$ cat src/rtl/inst_mem_loader_pkg.sv
// Shared definitions for the instruction-memory loader and its byte serialiser.
package inst_mem_loader_pkg;

   localparam int unsigned ADDR_W_DEF     = 12;
   localparam int unsigned MAX_WORDS_DEF  = 1024;
   localparam int unsigned CNT_W_DEF      = 11;
   localparam int unsigned BYTES_PER_WORD = 4;

   // Byte-lane ordering shared with the instruction memory: lane 0 holds
   // the least-significant byte and sits at the lowest byte address.
   localparam bit LANE_LITTLE_ENDIAN = 1'b1;

   typedef enum logic [2:0] {
      ST_IDLE,
      ST_CHECK,
      ST_ACCEPT,
      ST_WRITE,
      ST_DONE
   } state_e;

   // Byte of a word that belongs at byte offset idx within the word.
   function automatic logic [7:0] lane_byte(input logic [31:0] word, input logic [1:0] idx);
      logic [1:0] lane;
      lane = LANE_LITTLE_ENDIAN ? idx : ~idx;
      return word[{lane, 3'b000} +: 8];
   endfunction

endpackage

$ cat src/rtl/inst_mem_loader_word_byte_serializer.sv
// Holds one instruction word and steps through its four bytes, presenting the
// current byte and its lane offset from registers.
module word_byte_serializer
   import inst_mem_loader_pkg::*;
(
   input  logic        clk,
   input  logic        reset,
   input  logic        load_i,
   input  logic        advance_i,
   input  logic [31:0] word_i,
   output logic [7:0]  byte_o,
   output logic [1:0]  lane_o,
   output logic        last_o
);

   logic [31:0] word_q;
   logic [1:0]  idx_q;
   logic [7:0]  byte_q;

   // Capture a new word at lane 0, or move on to the next lane.
   always_ff @(posedge clk or posedge reset) begin
      if (reset) begin
         word_q <= '0;
         idx_q  <= '0;
         byte_q <= '0;
      end else if (load_i) begin
         word_q <= word_i;
         idx_q  <= '0;
         byte_q <= lane_byte(word_i, 2'd0);
      end else if (advance_i) begin
         idx_q  <= idx_q + 2'd1;
         byte_q <= lane_byte(word_q, idx_q + 2'd1);
      end
   end

   assign byte_o = byte_q;
   assign lane_o = idx_q;
   assign last_o = (idx_q == 2'd3);

endmodule

$ cat src/rtl/inst_mem_loader.sv
// Instruction-memory loader: accepts 32-bit words over valid/ready and writes
// each as four little-endian byte writes at consecutive addresses.
module inst_mem_loader
   import inst_mem_loader_pkg::*;
#(
   parameter int unsigned ADDR_W    = ADDR_W_DEF,
   parameter int unsigned MAX_WORDS = MAX_WORDS_DEF,
   parameter int unsigned CNT_W     = CNT_W_DEF
) (
   input  logic              clk,
   input  logic              reset,
   input  logic              start,
   input  logic [ADDR_W-1:0] base_addr,
   input  logic [CNT_W-1:0]  word_count,
   input  logic              in_valid,
   input  logic [31:0]       in_word,
   output logic              in_ready,
   output logic              mem_we,
   output logic [ADDR_W-1:0] mem_addr,
   output logic [7:0]        mem_wdata,
   output logic              busy,
   output logic              done,
   output logic              err,
   output logic [CNT_W-1:0]  words_written
);

   localparam int unsigned      EXT_W       = ADDR_W + 3;
   localparam logic [EXT_W-1:0] MEM_BYTES   = EXT_W'(1) << ADDR_W;
   localparam logic [CNT_W-1:0] MAX_WORDS_C = CNT_W'(MAX_WORDS);

   state_e              state_q, state_d;
   logic [ADDR_W-1:0]   cur_addr_q, cur_addr_d;
   logic [CNT_W-1:0]    count_q, count_d;
   logic [CNT_W-1:0]    ww_q, ww_d;
   logic                err_q, err_d;
   logic                in_ready_q, mem_we_q, busy_q, done_q;

   logic                ser_load, ser_advance, ser_last;
   logic [1:0]          ser_lane;
   logic [7:0]          ser_byte;
   logic [EXT_W-1:0]    job_end;
   logic                range_err;

   word_byte_serializer u_ser (
      .clk       (clk),
      .reset     (reset),
      .load_i    (ser_load),
      .advance_i (ser_advance),
      .word_i    (in_word),
      .byte_o    (ser_byte),
      .lane_o    (ser_lane),
      .last_o    (ser_last)
   );

   // Job range check, evaluated wide enough that the end address cannot wrap.
   always_comb begin
      job_end   = EXT_W'(cur_addr_q) + (EXT_W'(count_q) << 2);
      range_err = (job_end > MEM_BYTES) || (count_q > MAX_WORDS_C);
   end

   // Next-state logic for the job FSM, address counter and word counter.
   always_comb begin
      state_d     = state_q;
      cur_addr_d  = cur_addr_q;
      count_d     = count_q;
      ww_d        = ww_q;
      err_d       = err_q;
      ser_load    = 1'b0;
      ser_advance = 1'b0;
      case (state_q)
         ST_IDLE: begin
            if (start) begin
               cur_addr_d = base_addr;
               count_d    = word_count;
               ww_d       = '0;
               err_d      = 1'b0;
               state_d    = ST_CHECK;
            end
         end
         ST_CHECK: begin
            if ((cur_addr_q[1:0] != 2'b00) || range_err) begin
               err_d   = 1'b1;
               state_d = ST_DONE;
            end else if (count_q == '0) begin
               state_d = ST_DONE;
            end else begin
               state_d = ST_ACCEPT;
            end
         end
         ST_ACCEPT: begin
            // in_ready is high exactly while in ACCEPT.
            if (in_valid) begin
               ser_load = 1'b1;
               state_d  = ST_WRITE;
            end
         end
         ST_WRITE: begin
            if (ser_last) begin
               cur_addr_d = cur_addr_q + ADDR_W'(BYTES_PER_WORD);
               ww_d       = ww_q + CNT_W'(1);
               state_d    = (ww_d == count_q) ? ST_DONE : ST_ACCEPT;
            end else begin
               ser_advance = 1'b1;
            end
         end
         ST_DONE: begin
            state_d = ST_IDLE;
         end
         default: begin
            state_d = ST_IDLE;
         end
      endcase
   end

   // State, job registers and outputs; outputs are registered from next state.
   always_ff @(posedge clk or posedge reset) begin
      if (reset) begin
         state_q    <= ST_IDLE;
         cur_addr_q <= '0;
         count_q    <= '0;
         ww_q       <= '0;
         err_q      <= 1'b0;
         in_ready_q <= 1'b0;
         mem_we_q   <= 1'b0;
         busy_q     <= 1'b0;
         done_q     <= 1'b0;
      end else begin
         state_q    <= state_d;
         cur_addr_q <= cur_addr_d;
         count_q    <= count_d;
         ww_q       <= ww_d;
         err_q      <= err_d;
         in_ready_q <= (state_d == ST_ACCEPT);
         mem_we_q   <= (state_d == ST_WRITE);
         busy_q     <= (state_d != ST_IDLE);
         done_q     <= (state_d == ST_DONE);
      end
   end

   assign in_ready      = in_ready_q;
   assign mem_we        = mem_we_q;
   // cur_addr is word-aligned whenever writes happen, so concatenating the
   // lane offset equals cur_addr + idx without an adder on the output path.
   assign mem_addr      = {cur_addr_q[ADDR_W-1:2], ser_lane};
   assign mem_wdata     = ser_byte;
   assign busy          = busy_q;
   assign done          = done_q;
   assign err           = err_q;
   assign words_written = ww_q;

endmodule

$ cat config.mk
export PLATFORM = sky130hd
export DESIGN_NAME = inst_mem_loader
export DESIGN_NICKNAME = d
export VERILOG_FILES = /design/src/rtl/inst_mem_loader_pkg.sv /design/src/rtl/inst_mem_loader_word_byte_serializer.sv /design/src/rtl/inst_mem_loader.sv
export SDC_FILE = /design/constraint.sdc
export NUM_CORES = 1
export LEC_CHECK = 0
export CAP_MARGIN = 0
export CORE_MARGIN = 10
export CORE_UTILIZATION = 29
export CTS_CLUSTER_SIZE = 28
export DETAILED_ROUTE_END_ITERATION = 16
export SKIP_LAST_GASP = 1
export SLEW_MARGIN = 20
export SYNTH_ARGS = -nofsm -noshare
export SYNTH_HDL_FRONTEND = slang
export SYNTH_HIERARCHICAL = 1
export SYNTH_SLANG_ARGS = --single-unit
$ cat constraint.sdc
create_clock -name clk -period 7.55 [get_ports clk]
set_input_delay 1.1325 -clock clk [delete_from_list [all_inputs] [get_ports clk]]
set_output_delay 1.1325 -clock clk [all_outputs]
set_load 0.03 [all_outputs]
After elaboration in Yosys (flattened, before gate mapping)
Index checks and enable logic that the tools add are counted.
W data, S select, Z words.

storage, ports and cells
  register bits = 84
  input port bits = 59
  output and inout port bits = 36
  word-level logic and storage cells = 66

operators by class
  add/subtract/negate cells = 4
  magnitude comparators = 2
  equality and inequality tests = 11
  shifts and indexed selects = 1
  muxes and demuxes = 24
  reduce and logical (&&, ||, !) cells = 12

operators with widths
  operator                 count
  $shiftx A32 B6 Y8        1
  $mux W12                 2
  $pmux W12 S2             1
  $mux W11                 2
  $pmux W11 S2             1
  $mux W3                  6
  $mux W8                  2
  $add A12 B13 Y14         1
  $gt A14 B13 Y1 const B   1
  $add A12 B3 Y12 const B  1
  $eq A3 B2 Y1 const B     4
  $pmux W3 S4              1
  $add A11 B1 Y11 const B  1
  $eq A11 B11 Y1           1
  $gt A11 B11 Y1 const B   1
  $logic_not A11 Y1        1
  $reduce_bool A2 Y1       4
  $mux W1                  6
  $ne A2 B2 Y1 const B     3
  $reduce_and A3 Y1        2
  $mux W2                  2
  $eq A3 B1 Y1 const B     1
  $eq A3 B3 Y1 const B     1
  $logic_not A3 Y1         1
  6 further kinds          7

Depth between registers and ports, before layout
  depth in word-level cells = 7
  depth in mapped cells = 10
  mapped depth without buffers = 10

Hierarchy
The synthesis kept the hierarchy.

by module, submodules not included
  module                instances  cells each  area an instance (um2)  sequential area each (um2)
  inst_mem_loader       1          349         2,842.7                 1,051.0
  word_byte_serializer  1          117         1,855.5                 1,051.0

Worst setup path before layout
OpenSTA, ideal clock, no wires.

  path kind = reg-to-reg
  from = register cur_addr_q[2]
  to = register done_q (netlist: done)
  library setup time = 121 ps
  arrival = 3,149 ps
  data required time = 7,429 ps
  setup slack = 4,280 ps
  cell stages (with the launch flop) = 11
  path buffers = 0
  period minus slack after synthesis = 3,270 ps
  path through = dfrtp_1 -> ha_1 -> fa_1 -> a211o_1 -> nand3_1 -> o22ai_1 -> or4_1 -> or4b_4 -> o41ai_2 -> nor2_1 -> a32o_2

on the way
  cells in the longest elaborated chain, start to end = 7

RTL lines
  what                      RTL line                text
  start: declaration        inst_mem_loader.sv:32   logic [ADDR_W-1:0] cur_addr_q, cur_addr_d;
  start signal: assignment  inst_mem_loader.sv:129  cur_addr_q <= cur_addr_d;
  $add A12 B13 Y14          inst_mem_loader.sv:57   job_end = EXT_W'(cur_addr_q) + (EXT_W'(count_q) << 2);
  $gt A14 B13 Y1            inst_mem_loader.sv:58   range_err = (job_end > MEM_BYTES) || (count_q > MAX_WORDS_C);
  $logic_or A1 B1 Y1        inst_mem_loader.sv:58
  $logic_or A1 B1 Y1        inst_mem_loader.sv:81   if ((cur_addr_q[1:0] != 2'b00) || range_err) begin
  $mux W3                   inst_mem_loader.sv:81
  $pmux W3 S4               inst_mem_loader.sv:70   case (state_q)
  $eq A3 B3 Y1              inst_mem_loader.sv:136  done_q <= (state_d == ST_DONE);
  end signal: assignment    inst_mem_loader.sv:136
  end: declaration          inst_mem_loader.sv:36   logic in_ready_q, mem_we_q, busy_q, done_q;

No other way between the ends.
A chain may end at the register's enable or synchronous reset.

Final worst setup path
  from = register cur_addr_q[2]
  to = register state_q[2]

on the way
  cells in the longest elaborated chain, start to end = 6

RTL lines
  what                    RTL line                text
  $add A12 B13 Y14        inst_mem_loader.sv:57
  $gt A14 B13 Y1          inst_mem_loader.sv:58
  $logic_or A1 B1 Y1      inst_mem_loader.sv:58
  $logic_or A1 B1 Y1      inst_mem_loader.sv:81
  $mux W3                 inst_mem_loader.sv:81
  $pmux W3 S4             inst_mem_loader.sv:70
  named net state_d[2]    inst_mem_loader.sv:31   state_e state_q, state_d;
  end signal: assignment  inst_mem_loader.sv:128  state_q <= state_d;
  end: declaration        inst_mem_loader.sv:31

The timed path passes the listed nets, and every way through them passes these cells.

==> results.toml <==
[synthesis]
postSynthCellCount = 466
synth_edf_count = 0
netlist_area_um2 = 4700
synthXorXnorAreaFrac = 0.0410
synth-seq-cells = 84
synth_top_area_frac = 0.447
synth.most_common_cell = "dfrtp_1"
syn_avg_cell_area_um2 = 10.1
synthAdderAreaFrac = 0.0389
synth_flop_cell = "dfrtp_1"
synth.largest_area_cell = "dfrtp_1"
async_flop_share = 1.00
synth_fp_nets = 539
synthDistinctLibCells = 57
synth-simple-area-share = 0.179
synth.area.top_cells = "dfrtp_1 45%, mux2_2 7.7%, nand2_1 5.5%, ha_1 3.5%, mux4_1 3.4%"
synth_top_family_by_area = "simple AND/OR/NAND/NOR gates"
yosys-top-cells-count = "84 x dfrtp_1, 69 x nand2_1, 32 x mux2_2, 28 x o21ai_0, 27 x nor2_1"
synth-compound-area-share = 0.125
yosysSeqAreaShare = 0.447
synth_mux_area_frac = 0.124
yosysWarnings = 6

[die]
die_w_um = 147
core_um2 = 15900
die-area_um2 = 21700
initial_utilization = 0.296
row_count = 46
io_pins = 95
fp.dieH_um = 147

[finish]
final_area_um2 = 6090
nNetsFinal = 616
layout-drive-gt1-share = 0.124
syn2layout_area_growth_pct = 29.6
antenna-diode-count = 0

[timing]
fin_crit_sh = 0.465
relSlewSlack = 0.518
setup_viol_count_final = 0
hold_viol = 0
tns_ns = 0
fmax_ghz = 0.285
clock_skew_ns = 0.00621
slew_violations = 0
period_minus_slack_ns = 3.51
rsz0062_at_grt = "no"
worst_pin_slew_ns = 0.723
fin_ws_ns = 4.04

[clock_network]
cts_made_buffers = 9
clock-sinks = 84
clk_latency_ns = 0.35
ctsHoldBuffers = 0
cts_resized = 0
path_clk_slew_ns = 0.07
htree_num_levels = 3
post_cts_buffers = 0
tritoncts = "done"
cts_buffer_depth = 2
root_buffer = "clkbuf_16"

[power]
comb_power_share = 0.494
seqPwrFrac = 0.323
power.density_nw_per_um2 = 421
ir_drop_mv = 0.169
power_mw = 2.56
power.share.clock = 0.183
swShare = 0.416
p_sw_mw = 1.07
p_int_mw = 1.50
p_leak_nw = 2.60

[global_route]
grt_pass1_vias = 3905
grt_pass1_wl_um = 22100
track_usage = 0.126
antenna_found_initial = 0
grt_max_degree = 47
overflow = 0

[placed_design]
numPortBuffers = 94
gp_congestion = 0.846
hpwlAfterDp_um = 10100
pre_cts_ws_ns = 4.07
placed_area_um2 = 5780

[hold_path]
whs_path_depth = 1
hold_path.startpoint = "u_ser/word_q[27]"
min_to = "u_ser/word_q[27]"
hp-class = "reg -> reg"

[worst_setup_path]
critical_path.top_delay_family = "simple AND/OR/NAND/NOR gates"
r2r_end = "state_q[2]"
slowest_stage = "or4_1"
critPathBufInv = 0
ff2ff_setup_slack_ns = 4.04
rr_worst_depth = 10
critPathMaxFanout = 6
worstPathArrival_ns = 3.76
crit_cells = 10
slowest_delay_ns = 0.55
cp_cell_sequence = "ha_1 > fa_1 > a211o_1 > nand3_1 > o22ai_1 > or4_1 > or4b_4 > o41ai_2 > nor2_1 > a32o_2"
cp-start-kind = "register"
r2r-start = "cur_addr_q[2]"
worstSetupEndpointType = "register"
cp.required_ns = 7.79
crit_type = "reg -> reg"

[drt]
wl_per_cell_um = 17.7
routed_wl_um = 13600
viasPerCell = 5.00
drtIter0Drc = 274
vias = 3822
ant_nets = 0
drcViolationCount = 0
drt_pass1_iterations = 5

[job]
cap_violations = 0

[outcome]
status = "finished clean"
state kept, by name, indices dropped and copies added, names as in the netlist:
register,cells
cur_addr_q,12
done,1
in_ready,1
state_q,3
count_q,11
busy,1
mem_we,1
err,1
u_ser/byte_o,8
u_ser/word_q,32
words_written,11
u_ser/lane_o,2
layer usage:
layer | part of all wire | GRT usage | wire (um)
met3 | 0.094 | 0.0611 | 1270
met1 | 0.45 | 0.159 | 6130
met5 | 0 | 0 | 0
met2 | 0.44 | 0.192 | 6000
met4 | 0.012 | 0.0268 | 159
cells by family (layout without fill, tap and decap cells):
family          after synthesis  after routing
compound gates               89             89
xor+xnor                     22             22
fa+ha+maj                    14             14
buf+inv                      42            124
flops                        84             84
mux                          42             42
simple gates                173            173
power groups by stage:
stage / Combinational [mW] / Sequential (mW) / Clock, mW
floorplan: 0.911 / 0.821 / 0
global placement: 1.23 / 0.828 / 0
detailed placement: 1.26 / 0.836 / 0
CTS: 1.27 / 0.831 / 0.484
global route: 1.39 / 0.862 / 0.502
finish: 1.27 / 0.828 / 0.470
stage by stage:
| step | util | instances | hold WS [ns] |
|---|---|---|---|
| 3_5_place_dp | 0.364 | 748 | 0.489 |
| 2_1_floorplan | - | 466 | 0.464 |
| 4_1_cts | 0.383 | 764 | 0.506 |
| 3_3_place_gp | 0.364 | 748 | 0.482 |
| 5_1_grt | 0.383 | 764 | 0.519 |
| 6_report | 0.383 | 764 | 0.502 |
area by class of cell:
| cell class | instances | area, um2 |
|---|---|---|
| clock inverter | 7 | 83.8 |
| fill | 1590 | 9790 |
| inverter | 9 | 33.8 |
| tap | 216 | 270 |
| timing repair buffer | 99 | 978 |
| clock buffer | 9 | 225 |
| multi-input combinational | 340 | 2400 |
| sequential | 84 | 2100 |
layout by cell type, fill, tap and decap left out, types with 9 or more instances in the layout:
master	netlist	routed
mux2_2	32	32
o21ai_0	28	28
clkbuf_16	0	9
dfrtp_1	84	84
ha_1	13	13
and2_1	10	10
nor2_1	27	27
a21oi_1	20	19
nand3_1	18	18
xnor2_1	14	14
nand2_1	69	69
clkdlybuf4s50_1	0	94
how the worst max path moves through the flow:
stage                  startpoint         end  slack, ns
finish              cur_addr_q[2]  state_q[2]       4.04
CTS                 cur_addr_q[2]  state_q[2]       4.07
global placement    cur_addr_q[2]        done       4.15
detailed placement  cur_addr_q[2]  state_q[2]       4.07
floorplan           cur_addr_q[2]        done       4.28
global route        cur_addr_q[2]        done       3.88
Note: power is estimated with default switching activity, not from simulation.
